<file path="config.mk">
export PLATFORM = sky130hd
export DESIGN_NAME = spi_arbiter
export DESIGN_NICKNAME = d
export VERILOG_FILES = /design/src/rtl/spi_arb_pkg.sv /design/src/rtl/rr_arb2.sv /design/src/rtl/spi_arbiter.sv
export SDC_FILE = /design/constraint.sdc
export NUM_CORES = 1
export LEC_CHECK = 0
export ABC_AREA = 1
export CAP_MARGIN = 20
export CORE_MARGIN = 4
export CORE_UTILIZATION = 50
export DETAILED_ROUTE_END_ITERATION = 12
export PLACE_DENSITY = 0.92
export SLEW_MARGIN = 40
export SYNTH_ARGS = -nofsm -noshare
export SYNTH_HDL_FRONTEND = slang
export SYNTH_SLANG_ARGS = --single-unit
</file>
<file path="constraint.sdc">
create_clock -name clk -period 4.4 [get_ports clk]
set_clock_uncertainty 0.2 [all_clocks]
set_input_delay 0.88 -clock clk [delete_from_list [all_inputs] [get_ports clk]]
set_output_delay 0.88 -clock clk [all_outputs]
set_load 0.02 [all_outputs]
</file>
<file path="src/rtl/spi_arb_pkg.sv">
// Shared state encoding and default timing for the two-requester SPI arbiter.
// Counter width bounds every timing parameter of the arbiter.
package spi_arb_pkg;

    typedef enum logic [2:0] {
        ST_IDLE,
        ST_SETUP,
        ST_START,
        ST_WAITRUN,
        ST_BUSY,
        ST_LOCKED,
        ST_HOLD,
        ST_GAP
    } arb_state_e;

    localparam int CS_SETUP_DEF    = 2;
    localparam int CS_HOLD_DEF     = 2;
    localparam int CS_GAP_DEF      = 1;
    localparam int RUN_TIMEOUT_DEF = 4;
    localparam int CNT_W           = 8;

    // Where a finished (or timed-out) transfer goes when zero-length phases are skipped.
    function automatic arb_state_e release_state(input int hold, input int gap);
        if (hold > 0)
            return ST_HOLD;
        else if (gap > 0)
            return ST_GAP;
        else
            return ST_IDLE;
    endfunction

endpackage

</file>
<file path="src/rtl/rr_arb2.sv">
// Two-way round-robin grant: on a tie the requester not granted most recently wins.
// The pointer only moves when the parent commits a grant via update_i.
module rr_arb2 (
    input  logic       clk,
    input  logic       resetq,
    input  logic [1:0] req_i,
    input  logic       update_i,
    output logic       gnt_o,
    output logic       valid_o
);

    logic last_q;

    always_comb begin
        valid_o = |req_i;
        gnt_o   = (&req_i) ? ~last_q : req_i[1];
    end

    // Reset pretends requester 1 went last so requester 0 wins the first tie.
    always_ff @(posedge clk or negedge resetq) begin
        if (!resetq)
            last_q <= 1'b1;
        else if (update_i && valid_o)
            last_q <= gnt_o;
    end

endmodule

</file>
<file path="src/rtl/spi_arbiter.sv">
// Shares one SPI master between two requesters, owning chip-select timing,
// locked bursts (last=0) and a run-start timeout.
module spi_arbiter
    import spi_arb_pkg::*;
#(
    parameter int CS_SETUP    = CS_SETUP_DEF,
    parameter int CS_HOLD     = CS_HOLD_DEF,
    parameter int CS_GAP      = CS_GAP_DEF,
    parameter int RUN_TIMEOUT = RUN_TIMEOUT_DEF
) (
    input  logic        clk,
    input  logic        resetq,
    input  logic [1:0]  req,
    input  logic [1:0]  both,
    input  logic [1:0]  last,
    input  logic [15:0] tx0,
    input  logic [15:0] tx1,
    output logic [1:0]  done,
    output logic [1:0]  err,
    output logic [15:0] rx,
    output logic [1:0]  ssel_n,
    output logic        spi_we,
    output logic        spi_both,
    output logic [15:0] spi_tx,
    input  logic [15:0] spi_rx,
    input  logic        spi_running
);

    localparam arb_state_e REL_STATE = release_state(CS_HOLD, CS_GAP);

    arb_state_e       state_q;
    logic [CNT_W-1:0] cnt_q;
    logic             gnt_q;
    logic             last_q;
    logic [1:0]       ssel_n_q;
    logic             spi_we_q;
    logic             spi_both_q;
    logic [15:0]      spi_tx_q;
    logic [1:0]       done_q;
    logic [1:0]       err_q;
    logic [15:0]      rx_q;

    logic             arb_gnt;
    logic             arb_valid;
    logic             arb_update;
    logic             sample_ok;
    logic             start_idx;
    logic [15:0]      start_tx;
    logic             start_both;
    logic             start_last;
    logic [1:0]       gnt_oh;

    rr_arb2 u_rr (
        .clk      (clk),
        .resetq   (resetq),
        .req_i    (req),
        .update_i (arb_update),
        .gnt_o    (arb_gnt),
        .valid_o  (arb_valid)
    );

    // A request still high during the done/err pulse belongs to the finished transfer.
    always_comb begin
        sample_ok  = ~(|done_q) & ~(|err_q);
        arb_update = (state_q == ST_IDLE) & sample_ok;
        start_idx  = (state_q == ST_IDLE) ? arb_gnt : gnt_q;
        start_tx   = start_idx ? tx1 : tx0;
        start_both = both[start_idx];
        start_last = last[start_idx];
        gnt_oh     = gnt_q ? 2'b10 : 2'b01;
    end

    always_ff @(posedge clk or negedge resetq) begin
        if (!resetq) begin
            state_q    <= ST_IDLE;
            cnt_q      <= '0;
            gnt_q      <= 1'b0;
            last_q     <= 1'b0;
            ssel_n_q   <= 2'b11;
            spi_we_q   <= 1'b0;
            spi_both_q <= 1'b0;
            spi_tx_q   <= '0;
            done_q     <= '0;
            err_q      <= '0;
            rx_q       <= '0;
        end else begin
            spi_we_q <= 1'b0;
            done_q   <= '0;
            err_q    <= '0;
            unique case (state_q)
                ST_IDLE: begin
                    if (arb_valid && sample_ok) begin
                        gnt_q    <= arb_gnt;
                        ssel_n_q <= arb_gnt ? 2'b01 : 2'b10;
                        cnt_q    <= '0;
                        if (CS_SETUP == 0) begin
                            state_q    <= ST_START;
                            spi_we_q   <= 1'b1;
                            spi_tx_q   <= start_tx;
                            spi_both_q <= start_both;
                            last_q     <= start_last;
                        end else begin
                            state_q <= ST_SETUP;
                        end
                    end
                end
                ST_SETUP: begin
                    if (cnt_q == CNT_W'(CS_SETUP - 1)) begin
                        state_q    <= ST_START;
                        spi_we_q   <= 1'b1;
                        spi_tx_q   <= start_tx;
                        spi_both_q <= start_both;
                        last_q     <= start_last;
                    end else begin
                        cnt_q <= cnt_q + CNT_W'(1);
                    end
                end
                ST_START: begin
                    state_q <= ST_WAITRUN;
                    cnt_q   <= CNT_W'(1);
                end
                // The START cycle counts as the first of the RUN_TIMEOUT cycles.
                ST_WAITRUN: begin
                    if (spi_running) begin
                        state_q <= ST_BUSY;
                    end else if (cnt_q >= CNT_W'(RUN_TIMEOUT - 1)) begin
                        err_q   <= gnt_oh;
                        cnt_q   <= '0;
                        state_q <= REL_STATE;
                        if (CS_HOLD == 0)
                            ssel_n_q <= 2'b11;
                    end else begin
                        cnt_q <= cnt_q + CNT_W'(1);
                    end
                end
                ST_BUSY: begin
                    if (!spi_running) begin
                        rx_q   <= spi_rx;
                        done_q <= gnt_oh;
                        cnt_q  <= '0;
                        if (last_q) begin
                            state_q <= REL_STATE;
                            if (CS_HOLD == 0)
                                ssel_n_q <= 2'b11;
                        end else begin
                            state_q <= ST_LOCKED;
                        end
                    end
                end
                ST_LOCKED: begin
                    if (sample_ok && req[gnt_q]) begin
                        state_q    <= ST_START;
                        spi_we_q   <= 1'b1;
                        spi_tx_q   <= start_tx;
                        spi_both_q <= start_both;
                        last_q     <= start_last;
                    end
                end
                ST_HOLD: begin
                    if (cnt_q == CNT_W'(CS_HOLD - 1)) begin
                        ssel_n_q <= 2'b11;
                        cnt_q    <= '0;
                        state_q  <= (CS_GAP > 0) ? ST_GAP : ST_IDLE;
                    end else begin
                        cnt_q <= cnt_q + CNT_W'(1);
                    end
                end
                ST_GAP: begin
                    if (cnt_q == CNT_W'(CS_GAP - 1))
                        state_q <= ST_IDLE;
                    else
                        cnt_q <= cnt_q + CNT_W'(1);
                end
                default: state_q <= ST_IDLE;
            endcase
        end
    end

    assign done     = done_q;
    assign err      = err_q;
    assign rx       = rx_q;
    assign ssel_n   = ssel_n_q;
    assign spi_we   = spi_we_q;
    assign spi_both = spi_both_q;
    assign spi_tx   = spi_tx_q;

endmodule
</file>
==> results by group, run 1 <==
Timing
  – Min Tclk post-route: between 2 and 3 ns
  – Rel. slew slack: 68.8%
  – Least-Margin Pin Slew: roughly 0.47 ns
  – Fin crit share: between 50% and 60%
  – Fin Setup TNS: 0 ns
  – Max Freq: roughly 400 MHz
  – Unrepaired setup endpoints after global routing: false
  – Hold Fails Final Rpt: 0
  – Final setup fails: 0
  – Final slew viol count: 0

Critical path
  – Worst Setup SP: ssel_n[1]$_DFFE_PN1P_
  – Critical Path AT: 1.44 ns
  – Worst Path Buf+Inv: 1
  – Worst-path maximum fanout: 2
  – CP max stage delay: a little under 0.6 ns
  – Startpoint Class: register
  – Critical path cell sequence: clkdlybuf4s50_1
  – Worst Setup End Kind: output port
  – Critical path's slowest cell: clkdlybuf4s50_1
  – CP delay by family, top: buffers and inverters
  – Critical Path RT: around 3.3 ns
  – Critical R2R Launch: state_q[1]$_DFFE_PN0P_
  – Critical path class: register to output port

Floorplanning
  – Die width: 84.7 um
  – Standard-cell rows: 27
  – Die height: 84.7 um
  – Die area: 7170 sq um
  – Core Box Area: 5610 sq um
  – Top-level port count: between 90 and 100
  – Initial core utilization: between 50% and 60%

Clock tree
  – CTS tree: built
  – # H-tree levels: 2
  – Clock root buffer: clkbuf_8
  – TritonCTS Buffers: 5
  – Setup Buffers After CTS: 0
  – Clk slew on worst S/H paths: ~0.10 ns
  – Clock buffer depth: 2
  – Clk_lat worst skew: just over 0.3 ns
  – Post-CTS Resized: 0
  – Hold_buf cts: 0
  – Clk sink count: 54

Logic synthesis
  – Synth Cell Area: approximately 2900 sq um
  – Post-Syn Instances: ~330
  – Largest cells by area after synthesis: dfrtp_1 (43%), nand2_1 (11%), o21ai_2 (6.0%)
  – Yosys top cell area share: between 40% and 50%
  – Syn nets: about 400
  – Primary FF master, synth: dfrtp_1
  – Cell variety after synth: 33
  – #FFs+latches synth: between 50 and 60
  – Seq/Total Area, Yosys: ~46%
  – YS warnings: 0
  – Async set-reset flop share out of synthesis: between 90% and 100%
  – Largest area contributor in the netlist: dfrtp_1
  – Avg Inst Size Synth: 8.86 sq um
  – EDFF count, synth: 0

Pwr
  – Clock Power Share: 12.7%
  – Net Switching: 1.17 mW
  – Worst vdd ir: ~0.37 mV
  – Sequential Power Share: a little under a third
  – Power Total: ~2.7 mW
  – Pwr/cell area: 672 nW/um^2
  – Int Pwr: roughly 1.5 mW
  – Part of the power in combinational logic: about 56%
  – Switching Share: 43.1%
  – LEAKAGE: just under 2 nW

Global route
  – Total global-route track usage: between 10% and 20%
  – Initial antenna violation count: 0
  – Largest net degree at the start of global routing: 38
  – Vias in the first global route: around 2,500
  – Total gr overflow: 0
  – First-pass GRT wire length: approximately 11,000 um

Outcome
  – Outcome: complete, no violations

Routing
  – Vias per cell: a little under 5
  – Iter 0 DRT Violations: about 160
  – WL/cell: 13.2 um
  – Final wirelength: between 6000 and 7000 um
  – DRT Pass-1 Iters: 4
  – Post-DRT Antenna Nets: 0
  – Vias: 2,491
  – Residual DRC: 0

Finish
  – Area grow syn2layout: 37.2%
  – Share of cells above drive strength 1: between 10% and 20%
  – Most frequent cells in the layout: clkdlybuf4s50_1 (95), nand2_1 (87), dfrtp_1 (51)
  – Finished Layout Cells: about 500
  – ANT cells: 0
  – Nets: slightly below 500
  – Fill cell count: around 450
  – Most common cell after layout, fill and taps aside: clkdlybuf4s50_1

Placement
  – Placer Congestion: ~0.87
  – Placed cell count: slightly below 500
  – HPWL Detailed: ~5200 um
  – IO Port Bufs: 96

Run
  – Max-cap violations: 0

Worst hold path
  – Hold Crit Class: input pin to asynchronous set/reset pin
-- per-stage QoR --
step	hold slack [ns]	setup slack [ns]	util (%)	area (sq um)
2_1_floorplan	0.258	2.50	-	2940
4_1_cts	0.271	1.87	72.0	4040
3_5_place_dp	0.256	1.71	69.9	3920
5_1_grt	0.291	1.83	72.0	4040
3_3_place_gp	0.254	1.77	69.9	3920
6_report	0.269	1.88	72.0	4040
-- sequential cells by signal (all words and copies together) (netlist names), 2 cells and up --
name     flops
spi_tx      16
err          2
rx          16
state_q      3
done         2
cnt_q        8
ssel_n       2
-- cell usage after synthesis, types with 4 or more instances --
cell type	number
inv_2	6
inv_1	37
buf_6	4
mux2_2	8
nand3_1	17
nand2_1	87
mux2_4	8
o21ai_2	20
o21ai_1	17
dfrtp_1	51
nand2_2	6
o21ai_0	10
nand2_4	4
nor2_1	19
-- worst paths after layout --
| kind | endpoint | slack, ns | depth (start not counted) |
|---|---|---|---|
| max | ssel_n[1] | 1.88 | 1 |
| min | rx[4]$_DFFE_PN0P_ | 0.27 | 1 |
| max reg2reg | spi_both$_DFFE_PN0P_ | 2.56 | 8 |
| min reg2reg | ssel_n[0]$_DFFE_PN1P_ | 0.27 | 2 |
| max in group asynchronous | state_q[1]$_DFFE_PN0P_ | 2.92 | 2 |
| min in group clk | ssel_n[0]$_DFFE_PN1P_ | 0.27 | 2 |
-- cell families (layout without fill, tap and decap cells) --
kind of cell	count (synthesis)	after routing	synth area share, %
AND/OR/NAND/NOR	148	148	23.8
AO/OA/AOI/OAI	56	56	12.5
flip-flops	54	54	46.1
buffers and inverters	53	151	8.59
multiplexers	16	16	7.15
adder cells (fa/ha/maj)	3	3	1.28
XOR/XNOR	2	2	0.596
-- layout make-up --
type                            count  area (sq um)  area share [%]
Clock buffer                        5          68.8            1.70
Clock inverter                      3          47.5            1.18
Inverter                           46           178            4.40
Multi-Input combinational cell    225          1330            33.0
Sequential cell                    54          1360            33.6
Tap cell                           72          90.1            2.23
Timing Repair Buffer               97           963            23.9
-- power groups by stage --
stage          combinational, mW  clock [mW]  sequential [mW]
2_1_floorplan              0.826           0             1.05
3_3_place_gp                1.48           0            0.849
3_5_place_dp                1.53           0            0.857
4_1_cts                     1.53       0.349            0.852
5_1_grt                     1.67       0.370            0.881
6_report                    1.52       0.343            0.853
-- per-layer routing --
| metal | track usage [%] | vias up | wire length [um] |
|---|---|---|---|
| li1 | - | 1254 | - |
| met1 | 23.1 | 1147 | 2790 |
| met2 | 32.5 | 82 | 3230 |
| met3 | 6.97 | 8 | 534 |
| met4 | 4.89 | 0 | 72 |
| met5 | 0 | - | 0 |
Power figures use the tool's default switching activity.
==> run 2: changes to the inputs <==
--- a/config.mk
+++ b/config.mk
@@ -8,9 +8,9 @@
 export ABC_AREA = 1
 export CAP_MARGIN = 20
 export CORE_MARGIN = 4
-export CORE_UTILIZATION = 50
+export CORE_UTILIZATION = 46
 export DETAILED_ROUTE_END_ITERATION = 12
-export PLACE_DENSITY = 0.92
+export PLACE_DENSITY = 0.86
 export SLEW_MARGIN = 40
 export SYNTH_ARGS = -nofsm -noshare
 export SYNTH_HDL_FRONTEND = slang
==> constraint.sdc (replaced) <==
create_clock -name clk -period 2.5 [get_ports clk]
set_clock_uncertainty 0.2 [all_clocks]
set_input_delay 0.5 -clock clk [delete_from_list [all_inputs] [get_ports clk]]
set_output_delay 0.5 -clock clk [all_outputs]
set_load 0.02 [all_outputs]
==> run 2 against run 1 <==
First-iteration DRC count down 39%. Non-clock buffer count up 1. Combinational power up 76%. Routed wire length up 1.0%. Die area up 7.9%. Worst hold slack better by 0.014 ns. Setup slack worse by 1.5 ns. Utilization down 4.9 points. Flip-flop and latch count unchanged. Critical path depth unchanged. Sequential power up 76%. Highest routed layer unchanged.
==> results by group, run 2 (synthesized netlist as in run 1, its figures left out) <==
Floorplanning
  – Initial core utilization: 48.5%
  – Die area: between 7000 and 8000 sq um
  – Top-level port count: 97
  – Die width: between 80 and 90 um
  – Core Box Area: between 6000 and 7000 sq um
  – Die height: a little under 90 um
  – Standard-cell rows: 28

Run
  – Max-cap violations: 0

Timing
  – Rel. slew slack: between 70% and 80%
  – Hold Fails Final Rpt: 0
  – Final setup fails: 0
  – Fin crit share: 85.6%
  – Max Freq: roughly 470 MHz
  – Final slew viol count: 0
  – Least-Margin Pin Slew: about 0.41 ns
  – Fin Setup TNS: 0 ns
  – Min Tclk post-route: roughly 2.1 ns
  – Unrepaired setup endpoints after global routing: false

Pwr
  – Worst vdd ir: 0.733 mV
  – Power Total: ~4.8 mW
  – LEAKAGE: 1.95 nW
  – Pwr/cell area: 1180 nW/um^2

Finish
  – Nets: 490
  – Final Util: ~67%
  – ANT cells: 0
  – Finished Layout Cells: around 510
  – Share of cells above drive strength 1: 17.9%
  – Most frequent cells in the layout: clkdlybuf4s50_1 (95), nand2_1 (87), dfrtp_1 (51)
  – Most common cell after layout, fill and taps aside: clkdlybuf4s50_1
  – Area grow syn2layout: 38.3%
  – Final instance area: slightly above 4000 sq um

Critical path
  – Worst-path maximum fanout: 2
  – Worst Setup End Kind: output port
  – Critical Path AT: 1.44 ns
  – CP max stage delay: between 0.5 and 0.6 ns
  – Critical path cell sequence: clkdlybuf4s50_1
  – Critical path class: register to output port
  – Worst Path Buf+Inv: 1
  – Critical path's slowest cell: clkdlybuf4s50_1
  – CP delay by family, top: buffers and inverters
  – Startpoint Class: register
  – Critical Path RT: between 1.5 and 2 ns

Routing
  – Post-DRT Antenna Nets: 0
  – WL/cell: approximately 13 um
  – Metal3 WL: around 560 um
  – Vias per cell: roughly 5.0
  – Met2 WL post-DR: between 3000 and 4000 um
  – Top sig layer: met4
  – Vias: about 2,500
  – DRT Pass-1 Iters: 4
  – Final wirelength: roughly 6700 um
  – Residual DRC: 0
  – Iter 0 DRT Violations: 95
  – M1 WL: between 2000 and 3000 um

Placement
  – IO Port Bufs: between 90 and 100
  – HPWL Detailed: about 5200 um
  – Cell Area, Placed: 3940 sq um
  – Placed cell count: 497
  – Placer Congestion: 0.825

Global route
  – Vias in the first global route: ~2,500
  – First-pass GRT wire length: roughly 11,000 um
  – Total global-route track usage: between 10% and 20%
  – Initial antenna violation count: 0
  – Total gr overflow: 0
  – Largest net degree at the start of global routing: 47

Clock tree
  – Clk slew on worst S/H paths: approximately 0.09 ns
  – CTS tree: built
  – # H-tree levels: 2
  – Clock buffer depth: 2
  – Clock root buffer: clkbuf_8
  – Hold_buf cts: 1
  – Clk_lat worst skew: between 0.3 and 0.4 ns
  – TritonCTS Buffers: 5
  – Setup Buffers After CTS: 0
  – Clk sink count: 54
  – Post-CTS Resized: 0

Outcome
  – Outcome: complete, no violations

Worst hold path
  – Hold Crit Class: register to register
-- run 2: per-layer routing --
metal / up-vias / global-route usage (%)
met5: - / 0
met4: 0 / 5.86
met3: 9 / 5.64
met2: 89 / 31.8
met1: 1160 / 20.9
li1: 1267 / -
-- run 2: final timing paths --
path / to / startpoint / slack, ns / depth (start not counted)
setup / recovery: ssel_n[1] / ssel_n[1]$_DFFE_PN1P_ / 0.36 / 1
hold / removal: ssel_n[1]$_DFFE_PN1P_ / ssel_n[1]$_DFFE_PN1P_ / 0.28 / 2
setup reg to reg: state_q[1]$_DFFE_PN0P_ / cnt_q[0]$_DFFE_PN0P_ / 0.63 / 9
hold reg to reg: ssel_n[1]$_DFFE_PN1P_ / ssel_n[1]$_DFFE_PN1P_ / 0.28 / 2
max in group asynchronous: ssel_n[1]$_DFFE_PN1P_ / resetq / 1.14 / 3
min in group asynchronous: rx[9]$_DFFE_PN0P_ / resetq / 0.40 / 2
-- run 2: final cells by class --
cell class,count,area [sq um]
Clock inverter,2,38.8
Multi-Input combinational cell,225,1330
Clock buffer,6,82.6
Sequential cell,54,1360
Timing Repair Buffer,98,986
Fill cell,492,1990
Tap cell,75,93.8
Inverter,46,178
-- run 2: per-stage QoR --
step	setup slack, ns	hold WS, ns
3_5_place_dp	0.199	0.171
3_3_place_gp	0.261	0.172
5_1_grt	0.308	0.313
2_1_floorplan	0.896	0.00441
6_report	0.359	0.283
4_1_cts	0.343	0.291
-- run 2: report_power, final --
group          internal [mW]  leakage [nW]  total [mW]  switching, mW
Clock                  0.330        0.0618       0.624          0.294
Combinational           1.17          1.21        2.67           1.50
Sequential              1.25         0.673        1.50          0.252
==> run 3: changes to the inputs <==
--- a/config.mk
+++ b/config.mk
@@ -5,13 +5,14 @@
 export SDC_FILE = /design/constraint.sdc
 export NUM_CORES = 1
 export LEC_CHECK = 0
-export ABC_AREA = 1
 export CAP_MARGIN = 20
 export CORE_MARGIN = 4
-export CORE_UTILIZATION = 46
+export CORE_UTILIZATION = 45
+export CTS_BUF_LIST = sky130_fd_sc_hd__clkbuf_8 sky130_fd_sc_hd__clkbuf_16
 export DETAILED_ROUTE_END_ITERATION = 12
 export PLACE_DENSITY = 0.86
 export SLEW_MARGIN = 40
 export SYNTH_ARGS = -nofsm -noshare
 export SYNTH_HDL_FRONTEND = slang
+export SYNTH_HIERARCHICAL = 1
 export SYNTH_SLANG_ARGS = --single-unit
==> run 3 against run 2 <==
Total power rose by 4.0%. Sequential share of layout area rose by 0.59 points. Design area fell by 1.8%. Clock-buffer cell count fell by 1. Synthesized area fell by 6.8%. Final cell count fell by 14%. First-iteration DRC count rose by 33%. Highest routed layer unchanged.
==> results by group, run 3 <==
Floorplanning
  – Top-level port count: 97
  – Die area: ~7400 sq um
  – Die width: roughly 86 um
  – Core Box Area: 5920 sq um
  – Initial core utilization: between 40% and 50%
  – Standard-cell rows: 28
  – Die height: between 80 and 90 um

Finish
  – Most frequent cells in the layout: clkdlybuf4s50_1 (95), dfrtp_1 (51), nor2_1 (29)
  – Multi-input gate area: 1290 sq um
  – FF/Latch Area: roughly 1400 sq um
  – Most common cell after layout, fill and taps aside: clkdlybuf4s50_1
  – Share of cells above drive strength 1: ~15%
  – ANT cells: 0
  – Fill cell count: 480
  – Nets: about 420
  – Area grow syn2layout: 45.8%

Routing
  – Iter 0 DRT Violations: 126
  – Post-DRT Antenna Nets: 0
  – Residual DRC: 0
  – WL/cell: about 15 um
  – DRT Pass-1 Iters: 4
  – Vias per cell: 5.29
  – Final wirelength: roughly 6600 um
  – Vias: between 2,000 and 2,500

Logic synthesis
  – Syn nets: 314
  – Largest cells by area after synthesis: dfrtp_1 (47%), mux2i_1 (7.3%), mux2_2 (7.0%)
  – Synth Cell Area: 2740 sq um
  – Largest area contributor in the netlist: dfrtp_1
  – Avg Inst Size Synth: 10.8 sq um
  – Count leader, synth: dfrtp_1
  – Async set-reset flop share out of synthesis: 100%
  – Post-Syn Instances: roughly 250
  – YS warnings: 6
  – Primary FF master, synth: dfrtp_1
  – #FFs+latches synth: 54
  – Cell variety after synth: 49
  – Seq/Total Area, Yosys: between 40 and 50%
  – Commonest cells in the netlist: dfrtp_1 (51), nor2_1 (29), a21oi_1 (26)
  – EDFF count, synth: 0
  – Yosys top cell area share: 46.6%

Critical path
  – Worst Setup End Kind: register
  – Critical path cell sequence: clkdlybuf4s50_1 -> or2_1 -> nor2b_1 -> a2111o_1 -> o311a_1 -> and2_1 -> a22o_1
  – Worst Setup SP: req[0]
  – Critical Path RT: around 2.5 ns
  – Critical path class: input pin to register
  – CP max stage delay: 0.46 ns
  – Crit. path cell count: 7
  – Worst setup path end: cnt_q[4]$_DFFE_PN0P_
  – CP delay by family, top: compound AO/OA/AOI/OAI gates
  – Reg-to-Reg End: spi_tx[5]$_DFFE_PN0P_
  – Critical path's slowest cell: clkdlybuf4s50_1
  – R2R Setup Slk: 0.27 ns
  – R2R depth: 5
  – Critical Path AT: 2.31 ns
  – Worst Path Buf+Inv: 1
  – Worst-path maximum fanout: 4
  – Startpoint Class: input pin
  – Critical R2R Launch: state_q[1]$_DFFE_PN0P_

Placement
  – IO Port Bufs: 96
  – Placer Congestion: around 0.88
  – HPWL Detailed: ~5000 um

Worst hold path
  – Hold path cells: 1
  – Hold Crit Class: register to register

Timing
  – Max Freq: roughly 430 MHz
  – Min Hold Slack: roughly 0.31 ns
  – Final setup fails: 0
  – Min Tclk post-route: approximately 2.3 ns
  – Least-Margin Pin Slew: roughly 0.56 ns
  – Unrepaired setup endpoints after global routing: false
  – Fin crit share: between 90% and 100%
  – Rel. slew slack: between 60% and 70%
  – Final slew viol count: 0
  – Hold Fails Final Rpt: 0
  – Fin Setup TNS: 0 ns

Global route
  – Largest net degree at the start of global routing: 38
  – First-pass GRT wire length: approximately 11,000 um
  – Total global-route track usage: between 10% and 20%
  – Total gr overflow: 0
  – Initial antenna violation count: 0
  – Vias in the first global route: between 2,000 and 2,500

Pwr
  – Pwr/cell area: around 1200 nW/um^2
  – Worst vdd ir: approximately 0.70 mV
  – LEAKAGE: 1.74 nW
  – Power Total: approximately 5.0 mW

Clock tree
  – Clock buffer depth: 2
  – CTS tree: built
  – Clk_lat worst skew: between 0.3 and 0.4 ns
  – Post-CTS Resized: 0
  – TritonCTS Buffers: 5
  – Clock root buffer: clkbuf_8
  – Clk slew on worst S/H paths: 0.10 ns
  – Clk sink count: 54
  – Setup Buffers After CTS: 0
  – # H-tree levels: 2

Run
  – Max-cap violations: 0

Outcome
  – Outcome: complete, no violations
==> run 3: cell types whose count changed in the layout (fill, tap and decap cells not counted), moves of 8 or more <==
cell	delta
o21ai_1	-16
mux2_2	+9
nor2_1	+10
o21ai_2	-20
mux2i_1	+19
nand2_1	-81
nand3_1	-12
buf_4	+9
a21oi_1	+23
mux2_4	-8
inv_1	-29
==> run 3: logic make-up after synthesis <==
logic type | synth area share [%]
flip-flops | 49.5
adder cells (fa/ha/maj) | 1.37
XOR/XNOR | 0.320
multiplexers | 14.7
AO/OA/AOI/OAI | 15.0
buffers and inverters | 3.74
AND/OR/NAND/NOR | 15.4
==> run 3: layer usage <==
| layer | track usage [%] | part of all wire [%] | up-vias |
|---|---|---|---|
| met5 | 0 | 0 | - |
| met4 | 5.90 | 1.7 | 0 |
| met3 | 4.61 | 6.6 | 10 |
| met2 | 32.6 | 53 | 80 |
| met1 | 21.4 | 38 | 1088 |
| li1 | - | - | 1122 |
==> run 3: timing repair <==
action | CTS | global route
hold buffers | 1 | 0
endpoints found under the hold margin | 24 | 0
endpoints found under the setup margin | 0 | 0
==> run 3: worst reg2reg max path, delay by kind of cell, from the launching register on <==
| family | cells | cell delay [ns] |
|---|---|---|
| buffers and inverters | 1 | 0.21 |
| multiplexers | 2 | 0.56 |
| AO/OA/AOI/OAI | 1 | 0.10 |
| AND/OR/NAND/NOR | 1 | 0.47 |
| flip-flops | 1 | 0.59 |
==> run 3: power by group <==
| group | total, mW | internal (mW) | leakage, nW | switching (mW) |
|---|---|---|---|---|
| logic | 2.85 | 1.43 | 1.03 | 1.42 |
| registers | 1.53 | 1.26 | 0.649 | 0.269 |
| clock network | 0.608 | 0.305 | 0.0563 | 0.302 |
==> run 3: final cells by class <==
class                      count  share of cell area (%)
clock buffer                   5                    1.72
clock inverter                 3                    1.22
inverter                       8                   0.751
multi-input combinational    180                    32.2
sequential                    54                    33.9
tap                           75                    2.35
timing repair buffer         110                    27.9
==> run 3: metrics by stage <==
step	worst slack [ns]	util (%)	instance area (sq um)	instances
floorplan	0.403	-	2740	254
global placement	-0.0741	65.3	3870	426
detailed placement	-0.119	65.3	3870	426
CTS	0.214	67.5	4000	435
global route	0.115	67.5	4000	435
finish	0.196	67.5	4000	435
==> run 3: how the worst min path moves through the flow <==
stage                            endpoint             startpoint
global placement        rx[2]$_DFFE_PN0P_      rx[2]$_DFFE_PN0P_
floorplan            cnt_q[0]$_DFFE_PN0P_                 resetq
global route           rx[14]$_DFFE_PN0P_     rx[14]$_DFFE_PN0P_
finish                 rx[11]$_DFFE_PN0P_     rx[11]$_DFFE_PN0P_
CTS                 ssel_n[0]$_DFFE_PN1P_  ssel_n[0]$_DFFE_PN1P_
detailed placement     rx[11]$_DFFE_PN0P_     rx[11]$_DFFE_PN0P_
